**config.mk**
```make
export PLATFORM = sky130hd
export DESIGN_NAME = pc_sequencer
export DESIGN_NICKNAME = d
export VERILOG_FILES = /design/src/rtl/pc_sequencer.sv
export SDC_FILE = /design/constraint.sdc
export NUM_CORES = 1
export LEC_CHECK = 0
export BUFFER_PORTS_ARGS = -buffer_cell sky130_fd_sc_hd__buf_4
export CAP_MARGIN = 20
export CORE_ASPECT_RATIO = 1.1
export CORE_MARGIN = 4
export CORE_UTILIZATION = 35
export CTS_CLUSTER_SIZE = 8
export DETAILED_ROUTE_END_ITERATION = 10
export PLACE_DENSITY = 0.47
export RECOVER_POWER = 50
export SYNTH_ARGS = -nofsm -noshare
export SYNTH_HDL_FRONTEND = slang
export SYNTH_SLANG_ARGS = --single-unit
```
**constraint.sdc**
```tcl
create_clock -name clock -period 6.99 [get_ports clock]
set_clock_uncertainty 0.1 [all_clocks]
set_input_delay 1.0485 -clock clock [delete_from_list [all_inputs] [get_ports clock]]
set_output_delay 1.0485 -clock clock [all_outputs]
set_load 0.02 [all_outputs]
```
**src/rtl/pc_sequencer.sv**
```systemverilog
`default_nettype none
// ============================================================================
//  Module   : pc_sequencer
//  Function : PC-source decode, return-address stack and redirect-flush
//             sequencing for the instruction-fetch PC register.
//             Optional build macro PC_SEQ_RAS_CIRCULAR_EN turns the return
//             stack into a circular buffer: a call when full overwrites the
//             oldest entry, and the overflow flag pulses for one cycle
//             instead of halting.
//  Revision : 1.0  initial release
// ============================================================================
module pc_sequencer #(
    parameter int DEPTH = 8,
    parameter int AW    = 32
) (
    input  logic                       clock,
    input  logic                       reset,
    input  logic [AW-1:0]              PC,
    input  logic                       sig_stall,
    input  logic                       sig_is_branch,
    input  logic                       sig_zero_flag,
    input  logic                       sig_is_jump,
    input  logic                       sig_is_call,
    input  logic                       sig_stop_bit,
    output logic [1:0]                 sig_pc_src,
    output logic                       sig_pc_write,
    output logic [AW-1:0]              ReturnAddress,
    output logic                       sig_flush,
    output logic                       sig_halt,
    output logic                       sig_stack_overflow,
    output logic                       sig_stack_underflow,
    output logic [$clog2(DEPTH+1)-1:0] sig_stack_depth
);

    localparam int c_PTR_W   = $clog2(DEPTH);
    localparam int c_DEPTH_W = $clog2(DEPTH + 1);

    localparam logic [1:0] c_SRC_DFT = 2'b00;
    localparam logic [1:0] c_SRC_RA  = 2'b01;
    localparam logic [1:0] c_SRC_BTA = 2'b10;
    localparam logic [1:0] c_SRC_JMP = 2'b11;

    typedef enum logic [1:0] {
        ST_RUN   = 2'd0,
        ST_FLUSH = 2'd1,
        ST_HALT  = 2'd2
    } state_t;

    state_t                 r_state;
    state_t                 w_next_state;
    logic [c_DEPTH_W-1:0]   r_depth;
    logic [c_PTR_W-1:0]     r_wp;
    logic [AW-1:0]          r_stack [DEPTH];
    logic                   r_ovf;
    logic                   r_unf;

    logic                   w_push;
    logic                   w_pop;
    logic                   w_ovf_evt;
    logic                   w_unf_evt;
    logic [1:0]             w_src;
    logic                   w_write;
    logic                   w_flush;
    logic                   w_halt;
    logic                   w_full;
    logic                   w_empty;
    logic [c_PTR_W-1:0]     w_top_idx;
    logic [AW-1:0]          w_pc_plus4;

    // The write pointer wraps modulo DEPTH, so the top entry is always one
    // slot below it regardless of whether the circular mode has wrapped.
    assign w_full     = (r_depth == c_DEPTH_W'(DEPTH));
    assign w_empty    = (r_depth == '0);
    assign w_top_idx  = r_wp - 1'b1;
    assign w_pc_plus4 = PC + AW'(4);

    // Next-state and control decode; nothing is requested while reset is high.
    always_comb begin
        w_next_state = r_state;
        w_push       = 1'b0;
        w_pop        = 1'b0;
        w_ovf_evt    = 1'b0;
        w_unf_evt    = 1'b0;
        w_src        = c_SRC_DFT;
        w_write      = 1'b0;
        w_flush      = 1'b0;
        w_halt       = 1'b0;
        if (!reset) begin
            case (r_state)
                ST_RUN: begin
                    if (!sig_stall) begin
                        w_write = 1'b1;
                        if (sig_stop_bit) begin
                            if (w_empty) begin
                                w_write      = 1'b0;
                                w_unf_evt    = 1'b1;
                                w_next_state = ST_HALT;
                            end else begin
                                w_src        = c_SRC_RA;
                                w_pop        = 1'b1;
                                w_next_state = ST_FLUSH;
                            end
                        end else if (sig_is_call) begin
                            w_src = c_SRC_JMP;
                            if (w_full) begin
                                w_ovf_evt = 1'b1;
`ifdef PC_SEQ_RAS_CIRCULAR_EN
                                w_push       = 1'b1;
                                w_next_state = ST_FLUSH;
`else
                                w_next_state = ST_HALT;
`endif
                            end else begin
                                w_push       = 1'b1;
                                w_next_state = ST_FLUSH;
                            end
                        end else if (sig_is_jump) begin
                            w_src        = c_SRC_JMP;
                            w_next_state = ST_FLUSH;
                        end else if (sig_is_branch && sig_zero_flag) begin
                            w_src        = c_SRC_BTA;
                            w_next_state = ST_FLUSH;
                        end
                    end
                end
                ST_FLUSH: begin
                    // The bubble holds through stalls until a real cycle passes.
                    w_flush = 1'b1;
                    if (!sig_stall) begin
                        w_write      = 1'b1;
                        w_next_state = ST_RUN;
                    end
                end
                ST_HALT: begin
                    w_flush = 1'b1;
                    w_halt  = 1'b1;
                end
                default: begin
                    w_next_state = ST_RUN;
                end
            endcase
        end
    end

    // State register.
    always_ff @(posedge clock) begin
        if (reset) begin
            r_state <= ST_RUN;
        end else begin
            r_state <= w_next_state;
        end
    end

    // Stack bookkeeping: depth saturates on a circular overwrite, pointer wraps.
    always_ff @(posedge clock) begin
        if (reset) begin
            r_depth <= '0;
            r_wp    <= '0;
        end else if (w_push) begin
            r_wp <= r_wp + 1'b1;
            if (!w_full) begin
                r_depth <= r_depth + 1'b1;
            end
        end else if (w_pop) begin
            r_wp    <= r_wp - 1'b1;
            r_depth <= r_depth - 1'b1;
        end
    end

    // Stack storage is not reset; entries are hidden while depth is zero.
    always_ff @(posedge clock) begin
        if (w_push) begin
            r_stack[r_wp] <= w_pc_plus4;
        end
    end

    // Error flags: underflow is sticky; overflow is sticky unless circular.
    always_ff @(posedge clock) begin
        if (reset) begin
            r_ovf <= 1'b0;
            r_unf <= 1'b0;
        end else begin
`ifdef PC_SEQ_RAS_CIRCULAR_EN
            r_ovf <= w_ovf_evt;
`else
            r_ovf <= r_ovf | w_ovf_evt;
`endif
            r_unf <= r_unf | w_unf_evt;
        end
    end

    assign sig_pc_src          = w_src;
    assign sig_pc_write        = w_write;
    assign sig_flush           = w_flush;
    assign sig_halt            = w_halt;
    assign ReturnAddress       = (reset || w_empty) ? '0 : r_stack[w_top_idx];
    assign sig_stack_overflow  = reset ? 1'b0 : r_ovf;
    assign sig_stack_underflow = reset ? 1'b0 : r_unf;
    assign sig_stack_depth     = reset ? '0 : r_depth;

endmodule
`default_nettype wire

```
==> results.md <==
- Status: complete, but fails checks
- Failing checks: capacitance limit, slew limit
- Critical path, cell by cell: inv_1 -> ha_2 -> xor2_2 -> buf_4 -> nand2_1 -> a21oi_1 -> buf_4
- Critical Path Slowest Stage Cell: xor2_2
- Cell family with most CP delay: XOR/XNOR gates
- Clk sink count: 267
- R2r worst-path depth: 7
- ANT nets after route: 0
- Buffer levels on the longest clock path: 3
- # Post-CTS Setup Buffers: 0
- Core ar.: around 31,000 µm²
- DR vias: 5,968
- Routed vias/inst: a little over 5
- Pin count of the biggest net entering global routing: 45
- Post-Synthesis Net Count: 676
- Final Power: 4.14 mW
- Main synth FF type: edfxtp_1
- Post-synth design cell area: between 10,000 and 15,000 µm²
- Max_slew headroom: -21.4%
- Worst skew pair latency: 0.50 ns
- Initial Utilization: a little over a third
- Setup tns final: 0 ns
- Number of top-level pins: 83
- Area Overhead vs Synth: 20.0%
- Flop pwr share: approximately 44%
- FF+latch area: 7910 µm²
- Buf+Inv Stages, Crit Path: 3
- Drt wl/cell: 22.5 µm
- GRT Total Usage: 15.3%
- Initial DRC count: 377
- Pre-antenna DRT Iters: 5
- Logic pwr share: between 10% and 20%
- Ant diodes: 0
- # port buffers: 82
- Reg clk slew, reported paths: 0.05 ns
- Chip height: 194 µm
- Cells after Synth: 627
- DP HPWL: 15,200 µm
- Syn. warnings: 0
- EDFF count, synth: 256
- CP Capture Type: primary output
- Critical Path RT: 5.84 ns
- Startpoint types: register
- Die ar.: 34,500 µm²
- Worst setup path start: r_wp[0]
- Area leader, netlist: edfxtp_1
- H-tree depth: 2
- Rows: 67
- Number of CTS-inserted buffers: 39
- Hold buffer count at cts: 0
- Max incr delay on CP: 0.81 ns
- DRT Wirelength: about 26,000 µm
- Max-slew violation count: 43
- Sw Ratio: between 20 and 25%
- Non-filler instance count after layout: 1,162
- Initial antenna violation count: 0
- Top cells by area, synth: edfxtp_1, mux4_2, nand2_1, dfxtp_1, xnor2_1
- Final Hold Fails: 0
- Post-synthesis async set-or-reset flop share: 0%
- Synth top area share: roughly 70%
- Overflow after GRT: 0
- Static Leakage: 4.35 nW
- Maximum clock frequency: about 210 MHz
- Syn Area/Cell: 17.6 µm²
- Period minus WS final: ~4.7 ns
- Die width: 177 µm
- Placer congestion estimate: 0.707
- Final Cycle Share: 67.5%
- Crit path top cell by count: buf_4
- Fin nets: 789
- Worst vdd ir: 0.000169 V
- CTS tree: built
- Max-cap viol count: 2
- Clock Power Share: 40.5%
- Hold WC Path Type: register to register
- Post_cts resized: 0
- Placed Cells: 1,112
- Power density over the cells: between 300 and 400 nW/µm²
- Reg2Reg Launch Point: r_state[0]
- # setup viols final: 0
- Setup repair after global routing missed its margin: false
- Fill count: approximately 2,800
- #FFs+latches synth: 267
- P_sw: 1.03 mW
- WS Path Type: register to primary output
- Layout cells sized above 1: 27.1%
- Critical path depth: 7
- DRC violations left: 0
- Setup crit end: ReturnAddress[10]
- Crit Path Max Fanout: 29
- P_int: ~3.1 mW
- Reg2reg end: r_stack[6][18]
- Arr. time, crit path: around 3.6 ns
- Worst reg2reg setup slack: 2.69 ns
- Slew @ Worst Pin: 1.82 ns
- Sequential area share after synthesis: 71.6%
- Cell variety after synth: 47
- Multi-input logic area: 3010 µm²
- Global-route wire length before repair: 39,700 µm
- Number of global-route vias before repair: roughly 6,400
- CTS root buffer: clkbuf_16
[metal layers]
metal	GRT usage (%)	wire length, µm
met1	20.3	11400
met2	26.1	13200
met3	2.62	1130
met4	3.98	482
met5	0	0
[how the worst min path moves through the flow]
stage          slack (ns)       start  cells after the start         end
2_1_floorplan        0.40  r_state[1]                      2  r_state[1]
3_3_place_gp         0.42  r_state[1]                      2  r_state[1]
3_5_place_dp         0.43  r_state[1]                      2  r_state[1]
4_1_cts              0.44  r_state[1]                      2  r_state[1]
5_1_grt              0.47  r_state[1]                      2  r_state[1]
6_report             0.44  r_state[1]                      2  r_state[1]
[worst register-to-register path, stage by stage, from the launching register on]
cell,delay [ns]
dfxtp_1,0.31
inv_1,0.10
ha_1,0.22
or3b_1,0.47
nor3b_1,0.69
inv_1,0.35
nor3_1,0.30
clkbuf_1,1.34
[layout by cell type, fill, tap and decap left out, drive strengths merged, types with 4 or more instances in the layout]
cell / instances
xnor2: 25
nor2: 10
o21ai: 8
and4: 6
nor2b: 6
dfxtp: 11
mux4: 64
buf: 84
ha: 8
nor3: 8
nand2: 79
nand3: 13
xor2: 6
edfxtp: 256
clkbuf: 64
a21oi: 36
nand2b: 7
nand4: 8
inv: 9
and3: 4
[power by group through the flow]
| stage | clock, mW | sequential, mW | combinational (mW) |
|---|---|---|---|
| finish | 1.67 | 1.81 | 0.654 |
| global route | 1.79 | 1.81 | 0.714 |
| CTS | 1.72 | 1.81 | 0.675 |
| detailed placement | 0 | 1.84 | 0.673 |
| global placement | 0 | 1.84 | 0.670 |
| floorplan | 0 | 1.82 | 0.451 |
[sequential cells by signal, summed over array words and instances (netlist names)]
register	flops
r_stack	256
r_depth	4
r_state	2
r_wp	3
r_ovf	1
r_unf	1
[synth_stat cells, types with 8 or more instances]
library cell / count
a21oi_1: 36
buf_2: 9
clkbuf_1: 14
dfxtp_1: 11
edfxtp_1: 256
ha_1: 8
mux4_2: 64
nand2_1: 79
nand3_1: 13
nand4_1: 8
nor2_1: 10
nor3_1: 8
o21ai_0: 8
xnor2_1: 25
[through the flow]
| step | utilization [%] | hold slack [ns] | area, µm² | setup slack, ns |
|---|---|---|---|---|
| detailed placement | 39.8 | 0.434 | 12300 | 2.39 |
| CTS | 43.2 | 0.439 | 13300 | 1.84 |
| floorplan | - | 0.403 | 11100 | 1.32 |
| global route | 43.0 | 0.467 | 13300 | 1.90 |
| global placement | 39.8 | 0.423 | 12300 | 2.41 |
| finish | 43.0 | 0.435 | 13300 | 2.27 |
[logic make-up after synthesis]
| kind of cell | share of synthesized area, % |
|---|---|
| AND/OR/NAND/NOR | 7.20 |
| adder cells (fa/ha/maj) | 1.09 |
| XOR/XNOR | 2.46 |
| flip-flops | 71.6 |
| AO/OA/AOI/OAI | 2.82 |
| multiplexers | 13.4 |
| buffers and inverters | 1.46 |
[final cells by class]
type | count | share of cell area (%)
flip-flops and latches | 267 | 59.7
multi-input cells | 322 | 22.7
clock buffers | 46 | 7.72
repair buffers | 102 | 5.36
well taps | 414 | 3.91
clock inverters | 3 | 0.415
inverters | 8 | 0.227
(Power assumes the default switching activity.)
